<file path="config.mk">
export PLATFORM = sky130hd
export DESIGN_NAME = mcp_adc_responder_flat
export DESIGN_NICKNAME = d
export VERILOG_FILES = /design/src/rtl/mcp_adc_responder_if.sv /design/src/rtl/mcp_adc_responder.sv /design/src/flat_wrapper.sv
export SDC_FILE = /design/constraint.sdc
export NUM_CORES = 1
export LEC_CHECK = 0
export ABC_AREA = 1
export BUFFER_PORTS_ARGS = -buffer_cell sky130_fd_sc_hd__buf_2
export CAP_MARGIN = 30
export CORE_MARGIN = 1.5
export CORE_UTILIZATION = 41
export DETAILED_ROUTE_END_ITERATION = 7
export PLACE_DENSITY = 0.58
export SYNTH_ARGS = -nofsm -noshare
export SYNTH_HDL_FRONTEND = slang
export SYNTH_SLANG_ARGS = --single-unit
export TNS_END_PERCENT = 100
</file>
<file path="constraint.sdc">
create_clock -name clk -period 3.17 [get_ports clk]
set_clock_uncertainty 0.05 [all_clocks]
set_input_delay 0.4755 -clock clk [delete_from_list [all_inputs] [get_ports clk]]
set_output_delay 0.4755 -clock clk [all_outputs]
set_load 0.01 [all_outputs]
</file>
<file path="src/rtl/mcp_adc_responder_if.sv">
// mcp_adc_responder_if: SPI pins plus sample/status handshake of the MCP ADC responder
interface mcp_adc_responder_if #(
   parameter int DATA_W = 10
);
   logic              cs;
   logic              sclk;
   logic              din;
   logic              dout;
   logic              dout_oe;
   logic [2:0]        chan;
   logic              sgl_diff;
   logic              chan_req;
   logic [DATA_W-1:0] sample_data;
   logic              busy;
   logic              frame_done;
   logic              frame_abort;
   modport slave (
      input  cs, sclk, din, sample_data,
      output dout, dout_oe, chan, sgl_diff, chan_req, busy, frame_done, frame_abort
   );
   modport master (
      output cs, sclk, din, sample_data,
      input  dout, dout_oe, chan, sgl_diff, chan_req, busy, frame_done, frame_abort
   );
endinterface

</file>
<file path="src/rtl/mcp_adc_responder.sv">
// mcp_adc_responder: SPI slave emulating an MCP-style ADC, oversampling the SPI pins on clk
module mcp_adc_responder #(
   parameter int DATA_W      = 10,
   parameter int SYNC_STAGES = 2
) (
   input logic                clk,
   input logic                rst,
   mcp_adc_responder_if.slave bus
);
   localparam int CW = $clog2(DATA_W + 4);
   typedef enum logic [2:0] {S_IDLE, S_WAIT_START, S_CMD, S_SAMPLE, S_NULL, S_DATA, S_TAIL} state_t;
   state_t                 state_q;
   logic [SYNC_STAGES-1:0] cs_sq, sclk_sq, din_sq;
   logic                   cs_pq, sclk_pq;
   logic [2:0]             cmd_q;
   logic [CW-1:0]          bitcnt_q;
   logic [DATA_W-1:0]      shreg_q;
   logic                   dout_q, dout_oe_q, sgl_diff_q, chan_req_q, busy_q, frame_done_q, frame_abort_q;
   logic [2:0]             chan_q;
   logic                   cs_s, din_s, cs_fall, sclk_rise, sclk_fall;
   logic [3:0]             cmd_d;
   assign cs_s      = cs_sq[SYNC_STAGES-1];
   assign din_s     = din_sq[SYNC_STAGES-1];
   assign cs_fall   = !cs_s && cs_pq;
   assign sclk_rise = sclk_sq[SYNC_STAGES-1] && !sclk_pq;
   assign sclk_fall = !sclk_sq[SYNC_STAGES-1] && sclk_pq;
   assign cmd_d     = {cmd_q, din_s};
   assign bus.dout        = dout_q;
   assign bus.dout_oe     = dout_oe_q;
   assign bus.chan        = chan_q;
   assign bus.sgl_diff    = sgl_diff_q;
   assign bus.chan_req    = chan_req_q;
   assign bus.busy        = busy_q;
   assign bus.frame_done  = frame_done_q;
   assign bus.frame_abort = frame_abort_q;
   // Synchronize the SPI pins and keep one extra copy of cs/sclk for edge detection
   always_ff @(posedge clk or posedge rst) begin
      if (rst) begin
         cs_sq   <= '0;
         sclk_sq <= '0;
         din_sq  <= '0;
         cs_pq   <= 1'b0;
         sclk_pq <= 1'b0;
      end else begin
         cs_sq   <= {cs_sq[SYNC_STAGES-2:0], bus.cs};
         sclk_sq <= {sclk_sq[SYNC_STAGES-2:0], bus.sclk};
         din_sq  <= {din_sq[SYNC_STAGES-2:0], bus.din};
         cs_pq   <= cs_s;
         sclk_pq <= sclk_sq[SYNC_STAGES-1];
      end
   end
   // Frame FSM: command capture on sclk rises, result shifted out on sclk falls
   always_ff @(posedge clk or posedge rst) begin
      if (rst) begin
         state_q       <= S_IDLE;
         cmd_q         <= '0;
         bitcnt_q      <= '0;
         shreg_q       <= '0;
         dout_q        <= 1'b0;
         dout_oe_q     <= 1'b0;
         chan_q        <= '0;
         sgl_diff_q    <= 1'b0;
         chan_req_q    <= 1'b0;
         busy_q        <= 1'b0;
         frame_done_q  <= 1'b0;
         frame_abort_q <= 1'b0;
      end else begin
         chan_req_q    <= 1'b0;
         frame_done_q  <= 1'b0;
         frame_abort_q <= 1'b0;
         if (cs_s) begin
            frame_done_q  <= state_q == S_TAIL;
            frame_abort_q <= state_q inside {S_CMD, S_SAMPLE, S_NULL, S_DATA};
            state_q       <= S_IDLE;
            busy_q        <= 1'b0;
            dout_oe_q     <= 1'b0;
            dout_q        <= 1'b0;
            bitcnt_q      <= '0;
         end else begin
            case (state_q)
               S_IDLE: if (cs_fall) begin
                  state_q <= S_WAIT_START;
                  busy_q  <= 1'b1;
               end
               S_WAIT_START: if (sclk_rise && din_s) begin
                  state_q  <= S_CMD;
                  bitcnt_q <= '0;
               end
               S_CMD: if (sclk_rise) begin
                  cmd_q    <= cmd_d[2:0];
                  bitcnt_q <= bitcnt_q + 1'b1;
                  if (bitcnt_q == CW'(3)) begin
                     chan_q     <= cmd_d[2:0];
                     sgl_diff_q <= cmd_d[3];
                     chan_req_q <= 1'b1;
                     bitcnt_q   <= '0;
                     state_q    <= S_SAMPLE;
                  end
               end
               // dout_oe doubles as the "first fall already seen" marker of the sample period
               S_SAMPLE: if (sclk_fall) begin
                  dout_q <= 1'b0;
                  if (dout_oe_q) state_q <= S_NULL;
                  else begin
                     shreg_q   <= bus.sample_data;
                     dout_oe_q <= 1'b1;
                  end
               end
               S_NULL: if (sclk_fall) begin
                  dout_q   <= shreg_q[DATA_W-1];
                  shreg_q  <= shreg_q << 1;
                  bitcnt_q <= CW'(1);
                  state_q  <= S_DATA;
               end
               S_DATA: if (sclk_fall) begin
                  dout_q   <= shreg_q[DATA_W-1];
                  shreg_q  <= shreg_q << 1;
                  bitcnt_q <= bitcnt_q + 1'b1;
                  if (bitcnt_q == CW'(DATA_W-1)) state_q <= S_TAIL;
               end
               S_TAIL: if (sclk_fall) dout_q <= 1'b0;
               default: state_q <= S_IDLE;
            endcase
         end
      end
   end
endmodule

</file>
<file path="src/flat_wrapper.sv">
// flat-port wrapper written by rule: the top's interface ports become plain ports
module mcp_adc_responder_flat 
#(
   parameter int DATA_W      = 10,
   parameter int SYNC_STAGES = 2
)
  (clk, rst, bus_cs, bus_sclk, bus_din, bus_sample_data, bus_dout, bus_dout_oe, bus_chan, bus_sgl_diff, bus_chan_req, bus_busy, bus_frame_done, bus_frame_abort);
  mcp_adc_responder_if #(.DATA_W(DATA_W)) bus_i ();
  input logic clk;
  input logic rst;
  input wire logic [$bits(bus_i.cs)-1:0] bus_cs;
  input wire logic [$bits(bus_i.sclk)-1:0] bus_sclk;
  input wire logic [$bits(bus_i.din)-1:0] bus_din;
  input wire logic [$bits(bus_i.sample_data)-1:0] bus_sample_data;
  output wire logic [$bits(bus_i.dout)-1:0] bus_dout;
  output wire logic [$bits(bus_i.dout_oe)-1:0] bus_dout_oe;
  output wire logic [$bits(bus_i.chan)-1:0] bus_chan;
  output wire logic [$bits(bus_i.sgl_diff)-1:0] bus_sgl_diff;
  output wire logic [$bits(bus_i.chan_req)-1:0] bus_chan_req;
  output wire logic [$bits(bus_i.busy)-1:0] bus_busy;
  output wire logic [$bits(bus_i.frame_done)-1:0] bus_frame_done;
  output wire logic [$bits(bus_i.frame_abort)-1:0] bus_frame_abort;
  assign bus_i.cs = bus_cs;
  assign bus_i.sclk = bus_sclk;
  assign bus_i.din = bus_din;
  assign bus_i.sample_data = bus_sample_data;
  assign bus_dout = bus_i.dout;
  assign bus_dout_oe = bus_i.dout_oe;
  assign bus_chan = bus_i.chan;
  assign bus_sgl_diff = bus_i.sgl_diff;
  assign bus_chan_req = bus_i.chan_req;
  assign bus_busy = bus_i.busy;
  assign bus_frame_done = bus_i.frame_done;
  assign bus_frame_abort = bus_i.frame_abort;
  mcp_adc_responder #(.DATA_W(DATA_W), .SYNC_STAGES(SYNC_STAGES)) u_core (.clk(clk), .rst(rst), .bus(bus_i));
endmodule
</file>
# Word-level counts from Yosys, hierarchy flattened
# Index checks and enable logic that the tools add are counted.
# classes
eq_ne	23
add_sub_neg	1
n_bitwise	1
n_reduce_logical	26
mux	38
# op_table
operator	n
$mux 10	3
$mux 3	10
$ne 3x1->1 const B	9
$mux 4	6
$pmux 3 s7	1
$pmux 10 s2	1
$pmux 4 s4	1
$mux 1	15
$reduce_and 10->1	1
$reduce_and 5->1	2
$reduce_bool 2->1	5
$eq 3x3->1 const B	3
$eq 3x2->1 const B	2
$ne 2x1->1 const B	3
$ne 3x2->1 const B	2
$reduce_and 3->1	2
$reduce_bool 5->1	1
$add 4x1->4 const B	1
$eq 4x2->1 const B	1
$eq 4x4->1 const B	1
$logic_and 1x1->1	4
$reduce_and 2->1	2
$reduce_and 4->1	1
$reduce_bool 4->1	1
other kinds (8)	11
# word_totals
wordCells	106
output_inout_bits	10
reg_bits	38

# Longest topological paths before layout
# Gate-level depths: netlist of the first run.
# depth
ltp_word	6
mapped_depth	11
depth_no_buf	9

# Least setup slack after synthesis of the first run
# OpenSTA, ideal clock, no wires.
# synth_timing
path_kind	reg2reg
startpoint	register u_core.bitcnt_q[0]
endpoint	register u_core.state_q[0]
stages_incl_launch_ff	9
period_less_slack_ns	1.438
setup_ns	0.118
setup_slack_ns	1.732
t_required_ns	3.002
t_arrival_ns	1.270
path_cell_list	dfrtp_1 ha_1 nand3_1 nand2_1 nand2_1 nor2_1 nand2_1 nand3_1 nand2_1
# synth_between
elab_chain_len	3
word_cells_on_any_way	5
cone_classes	eq/ne (4); reduce/logical (1)
# synth_lines
item	line	rtl
start: declaration	mcp_adc_responder.sv:16	logic [CW-1:0] bitcnt_q;
start signal: assignment	mcp_adc_responder.sv:91	bitcnt_q <= bitcnt_q + 1'b1;
start signal: assignment	mcp_adc_responder.sv:118	bitcnt_q <= bitcnt_q + 1'b1;
$eq 4x2->1 / $eq 4x4->1 (equally long branches)	mcp_adc_responder.sv:92, mcp_adc_responder.sv:119	
$ne 3x2->1 (no source line)	n/a	
$reduce_and 10->1 (no source line) (*)	n/a	
end signal: assignment	mcp_adc_responder.sv:86	state_q <= S_CMD;
end signal: assignment	mcp_adc_responder.sv:97	state_q <= S_SAMPLE;
end signal: assignment	mcp_adc_responder.sv:103	if (dout_oe_q) state_q <= S_NULL;
end: declaration	mcp_adc_responder.sv:12	state_t state_q;
# Every way passes the cells marked *; elsewhere a longest branch is shown, timed or not.
# A chain may end at the register's enable or synchronous reset.

# Worst setup path after layout of the first run
# layout_timing
startpoint	register u_core.state_q[0]
endpoint	register u_core.shreg_q[4]
# layout_between
elab_chain_len	4
word_cells_on_any_way	10
cone_classes	eq/ne (6); mux (1); reduce/logical (3)
# layout_lines
item	line	rtl
start signal: assignment	mcp_adc_responder.sv:55	state_q <= S_IDLE;
start signal: assignment	mcp_adc_responder.sv:74	state_q <= S_IDLE;
start signal: assignment	mcp_adc_responder.sv:82	state_q <= S_WAIT_START;
$eq 3x3->1	mcp_adc_responder.sv:80	case (state_q)
$reduce_or 2->1 (no source line)	n/a	
$ne 2x1->1 (no source line) / $reduce_bool 2->1 (equally long branches)	n/a	
$reduce_and 5->1 (no source line)	n/a	
end signal: assignment	mcp_adc_responder.sv:105	shreg_q <= bus.sample_data;
end signal: assignment	mcp_adc_responder.sv:111	shreg_q <= shreg_q << 1;
end signal: assignment	mcp_adc_responder.sv:117	shreg_q <= shreg_q << 1;
end: declaration	mcp_adc_responder.sv:17	logic [DATA_W-1:0] shreg_q;
# Parallel ways exist; a longest one is shown, timed or not.

==> impl_metrics.py, run 1 <==
metrics = {
    "status": {
        "result_of_the_run": "completed",
    },
    "sta": {
        "rsz0062_at_grt": "false",
        "slew_headroom_pct": 68.6,
        "timing_hold_violations_final": 0,
        "fmax_mhz": 476,
        "finalCritPeriodShare_pct": 66.3,
        "setup_total_negative_slack_ps": 0,
        "final_max_slew_viol_count": 0,
        "min_period_ps": 2100,
        "tightest_slew_ps": 471,
        "setup_viol": 0,
    },
    "routing": {
        "drt.antenna.violating_nets": 0,
        "drt-vias-per-instance": 4.85,
        "detailedRoute.firstIterationViolations": 95,
        "drt-met1-wl_um": 1780,
        "highest_layer": "met4",
        "detailroute.via_count": 1450,
        "drt-wirelength-per-cell_um": 11.4,
        "met3RoutedLength_um": 118,
        "drc": 0,
        "total_routed_wirelength_um": 3400,
        "met2_length_um": 1470,
        "dr.pass1.iters": 4,
    },
    "placement": {
        "hpwlAfterDp_um": 2420,
        "buffer_ports.inserted": 24,
        "dpl.cell_count": 291,
        "routabilityCongestion": 0.838,
        "post_dp_cell_area_um2": 1990,
    },
    "clocking": {
        "clock_insertion_delay_worst_skew_ps": 280,
        "cts_sinks": 38,
        "cts_setup_buffers": 0,
        "clk_pin_slew_worst_paths_ps": 80,
        "cts_tree": "done",
        "hold_buffers": 0,
        "cts_buffer_depth": 2,
        "post_cts.resized_instances": 0,
        "clock_tree.htree_level_count": 2,
        "cts_root_buffer": "clkbuf_8",
        "num_cts_buffers": 5,
    },
    "global_route": {
        "grt_usage_pct": 15.5,
        "largest_net_degree_at_the_start_of_global_routing": 39,
        "antenna_found_initial": 0,
        "grt_pass1_wl_um": 6110,
        "first_global_vias": 1341,
        "globalRoute.totalOverflow": 0,
    },
    "layout": {
        "fin_area_um2": 2080,
        "layout.cells.most_common_list": "80 x nand2_1, 38 x dfrtp_1, 24 x buf_2, 20 x nand3_1, 16 x inv_1",
        "diodes": 0,
        "final_core_utilization_pct": 48.1,
        "fin_cells": 299,
        "final.fill_count": 435,
        "drive_gt1_share_pct": 18.6,
        "area_delta_synth_final_pct": 13.4,
        "finalNetCount": 263,
        "final_common_cell": "nand2_1",
    },
    "floorplan": {
        "die_width_um": 69.9,
        "core_area_um2": 4320,
        "rows": 24,
        "initial_core_util_pct": 42.4,
        "die_area_um2": 4890,
        "chipHeight_um": 69.9,
        "design.portCount": 25,
    },
    "power": {
        "total_leakage_power_nw": 1.07,
        "max-vdd-ir-drop_v": 0.000383,
        "totalPowerFinal_mw": 1.26,
        "power_per_cell_area_nw_per_um2": 605,
    },
    "yosys": {
        "post_synth.cell_area_avg_um2": 8.34,
        "synth.lib_cells_used.distinct": 25,
        "synthDominantAreaCellType": "dfrtp_1",
        "syn-instance-count": 220,
        "synth-warning-count": 0,
        "seq_area_frac_synth_pct": 51.8,
        "synth_top_cell_area_share_pct": 51.8,
        "syn_area_um2": 1840,
        "postSynthRegisterBits": 38,
        "synth_area_leaders": "dfrtp_1 52%, nand2_1 16%, nand3_1 5.5%, o21ai_0 3.8%, inv_1 3.3%",
        "mappedNetlistNets": 237,
    },
    "critical_path": {
        "endpoint_kind": "register",
        "critical_path.n_buffers_inverters": 1,
        "crit_slowest_cell": "dfrtp_1",
        "cells_traversed_along_the_worst_timing_path": "nor2_2, nand2_1, nand2_1, inv_2, nand2_2, nand2_4, nor2_4, nand2_1, nand2_1",
        "cp_data_required_time_ps": 3340,
        "critPathKind": "reg -> reg",
        "timing.critical_path.slowest_cell_delay_ps": 500,
        "crit_path_start_kind": "register",
        "cp_top_family": "simple AND/OR/NAND/NOR gates",
        "critPathMaxFanout": 12,
        "worstPathArrival_ps": 2270,
        "most_prevalent_standard_cell_on_the_critical_path": "nand2_1",
    },
    "job": {
        "max-cap-violations": 0,
    },
    "min_path": {
        "hold_path_class": "in -> async",
    },
}
-- registers in the layout, indices dropped and copies added (netlist names) --
register,flops
u_core.shreg_q,10
u_core.bitcnt_q,4
u_core.bus.chan,3
u_core.cmd_q,3
u_core.state_q,3
u_core.cs_sq,2
u_core.din_sq,2
u_core.sclk_sq,2
u_core.bus.busy,1
u_core.bus.chan_req,1
u_core.bus.dout,1
u_core.bus.dout_oe,1
u_core.bus.frame_abort,1
u_core.bus.frame_done,1
u_core.bus.sgl_diff,1
u_core.cs_pq,1
u_core.sclk_pq,1
-- layout make-up --
class / instances / area (um2) / area share, %
clock buffers: 6 / 82.6 / 3.97
clock inverters: 2 / 12.5 / 0.601
inverters: 20 / 76.3 / 3.67
multi-input cells: 156 / 767 / 36.8
flip-flops and latches: 38 / 951 / 45.7
well taps: 52 / 65.1 / 3.12
repair buffers: 25 / 128 / 6.13
-- worst register-to-register path: cells and delay by family, from the launching register on --
family	cells	cell delay, ps
flip-flops	1	500
AND/OR/NAND/NOR	8	1300
buffers and inverters	1	200
-- cells in the mapped netlist --
cell and count:
dfrtp_1 38, clkinv_2 1, buf_6 2, nor2_4 3
nand3_1 20, inv_2 3, nand2_1 80, ha_1 2
nor3_4 1, nor2_1 7, xor2_1 2, nand2_2 2
nand4_4 1, o21ai_1 5, o21ai_0 14, nor3_1 1
nand2_4 1, clkbuf_1 1, a21oi_1 6, buf_2 3
inv_1 16, o21a_1 1, nand3b_1 2, nand4_1 7
nor2_2 1
-- kinds of logic after synthesis --
| logic type | Yosys count | share of synthesized area (%) |
|---|---|---|
| fa+ha+maj | 2 | 1.36 |
| compound gates | 26 | 7.23 |
| buf+inv | 26 | 6.41 |
| flops | 38 | 51.8 |
| simple gates | 126 | 32.2 |
| xor+xnor | 2 | 0.955 |
-- power breakdown --
group / leakage (nW) / total (mW) / switching (mW) / internal (mW)
Sequential: 0.465 / 0.604 / 0.0528 / 0.551
Clock: 0.0472 / 0.342 / 0.168 / 0.175
Combinational: 0.554 / 0.312 / 0.214 / 0.0989
-- stage by stage --
step | setup WS [ps] | hold WS (ps)
after floorplan | 1730 | 281
after global placement | 1190 | 281
after detailed placement | 1090 | 290
after CTS | 1080 | 229
after global routing | 801 | 225
final | 1070 | 241
-- final timing paths --
check	start	to	slack [ps]	cells after the start
worst max-delay path	u_core.state_q[0]	u_core.shreg_q[4]	1070	9
worst min-delay path	rst	u_core.cs_sq[1]	240	3
worst max register to register	u_core.state_q[0]	u_core.shreg_q[4]	1070	9
worst min register to register	u_core.cs_sq[0]	u_core.cs_sq[1]	300	0
max in group asynchronous	rst	u_core.bitcnt_q[1]	2510	3
min in group clk	bus_sclk	u_core.sclk_sq[0]	240	1
-- routing by layer --
layer,vias to the layer above,global-route usage [%]
met2,27,21.7
met4,0,7.05
met5,-,0
met1,658,22.7
met3,4,3.90
li1,761,-
(Power assumes the default switching activity.)
==> run 2, diff against run 1 <==
==> constraint.sdc (replaced) <==
create_clock -name clk -period 2 [get_ports clk]
set_clock_uncertainty 0.05 [all_clocks]
set_input_delay 0.3 -clock clk [delete_from_list [all_inputs] [get_ports clk]]
set_output_delay 0.3 -clock clk [all_outputs]
set_load 0.01 [all_outputs]
==> impl_metrics.py, run 2 (synthesis results as in run 1) <==
metrics = {
    "sta": {
        "tightest_slew_ps": 466,
        "slew_headroom_pct": 68.9,
        "finalCritPeriodShare_pct": 89.1,
        "final_max_slew_viol_count": 0,
        "finalHoldWorstSlack_ps": 55.2,
        "setup_total_negative_slack_ps": 0,
        "fmax_mhz": 561,
        "timing_hold_violations_final": 0,
        "rsz0062_at_grt": "false",
        "setup_viol": 0,
        "min_period_ps": 1780,
    },
    "placement": {
        "routabilityCongestion": 0.850,
        "buffer_ports.inserted": 24,
        "dpl.cell_count": 294,
        "hpwlAfterDp_um": 2440,
        "post_dp_cell_area_um2": 2010,
    },
    "floorplan": {
        "core_area_um2": 4320,
        "die_area_um2": 4890,
        "design.portCount": 25,
        "initial_core_util_pct": 42.4,
        "die_width_um": 69.9,
        "chipHeight_um": 69.9,
        "rows": 24,
    },
    "clocking": {
        "cts_tree": "done",
        "clock_tree.htree_level_count": 2,
        "cts_buffer_depth": 2,
        "hold_buffers": 0,
        "clk_pin_slew_worst_paths_ps": 80,
        "cts_root_buffer": "clkbuf_8",
        "clock_insertion_delay_worst_skew_ps": 290,
        "cts_sinks": 38,
        "num_cts_buffers": 5,
        "cts_setup_buffers": 0,
        "post_cts.resized_instances": 0,
    },
    "power": {
        "max-vdd-ir-drop_v": 0.000507,
        "power_per_cell_area_nw_per_um2": 1050,
        "total_leakage_power_nw": 1.11,
        "totalPowerFinal_mw": 2.27,
    },
    "critical_path": {
        "worstPathArrival_ps": 1960,
        "critPathKind": "reg -> reg",
        "crit_path_start_kind": "register",
        "critPathMaxFanout": 12,
        "r2r.worst_path.cells": 9,
        "cp_data_required_time_ps": 2180,
        "endpoint_kind": "register",
    },
    "layout": {
        "fin_area_um2": 2150,
        "largest_reg_flops": 10,
        "drive_gt1_share_pct": 19.6,
        "final_common_cell": "nand2_1",
        "diodes": 0,
        "finalNetCount": 266,
        "reg.largest.list": "u_core.shreg_q (10), u_core.bitcnt_q (4)",
        "top_register": "u_core.shreg_q",
        "area_delta_synth_final_pct": 17.2,
        "fin_cells": 302,
        "layout.cells.most_common_list": "80 x nand2_1, 38 x dfrtp_1, 24 x buf_2, 20 x nand3_1, 16 x inv_1",
    },
    "routing": {
        "detailroute.via_count": 1479,
        "total_routed_wirelength_um": 3450,
        "detailedRoute.firstIterationViolations": 67,
        "dr.pass1.iters": 4,
        "drt-wirelength-per-cell_um": 11.4,
        "drc": 0,
        "drt-vias-per-instance": 4.90,
        "drt.antenna.violating_nets": 0,
    },
    "global_route": {
        "largest_net_degree_at_the_start_of_global_routing": 39,
        "globalRoute.totalOverflow": 0,
        "antenna_found_initial": 0,
        "first_global_vias": 1350,
        "grt_pass1_wl_um": 6100,
        "grt_usage_pct": 15.7,
    },
    "job": {
        "max-cap-violations": 0,
    },
    "min_path": {
        "hold_path_class": "in -> async",
    },
    "status": {
        "result_of_the_run": "completed",
    },
}
[run 2: cell types whose count changed in the layout (fill, tap and decap cells not counted)]
cell        delta
bufinv_16      +2
buf_4          +3
clkinv_2       -1
clkinvlp_4     -1
[run 2: stage by stage]
step                      utilization, %  worst slack [ps]
final                               49.8               219
after global routing                49.8              38.2
after CTS                           49.8               220
after detailed placement            46.5               241
after global placement              46.5               291
after floorplan                        -               562
[run 2: cell type report]
type	count	area, um2
Fill cell	428	2170
Sequential cell	38	951
Multi-Input combinational cell	156	767
Timing Repair Buffer	28	150
Clock buffer	6	82.6
Inverter	20	76.3
Tap cell	52	65.1
Clock inverter	2	60.1
[run 2: final timing paths]
check | from | slack [ps] | to
setup / recovery | u_core.state_q[0] | 220 | u_core.shreg_q[0]
hold reg to reg | u_core.cs_sq[0] | 300 | u_core.cs_sq[1]
setup reg to reg | u_core.state_q[0] | 220 | u_core.shreg_q[0]
hold / removal | rst | 60 | u_core.bus.dout_oe
max in group asynchronous | rst | 1510 | u_core.state_q[1]
min in group clk | bus_cs | 60 | u_core.cs_sq[0]
[run 2: power breakdown]
group          switching (mW)  internal (mW)
clock                   0.270          0.532
combinational           0.339          0.168
sequential             0.0867          0.874
[run 2: worst max-delay path: stages, from the launching register on]
cell     delay [ps]
dfrtp_1         500
nor2_2          190
nand2_1         110
nand2_1         110
inv_2           110
nand2_2         110
nand2_4          90
nor2_4          240
nand3_1         120
nand2_1          70
[run 2: layer usage]
metal  vias to the layer above  part of all wire (%)  track usage [%]
met5                         -                     0                0
met4                         0                   1.8             6.41
met3                         7                   3.0             4.33
met2                        22                    43             22.5
met1                       682                    52             22.5
li1                        768                     -                -
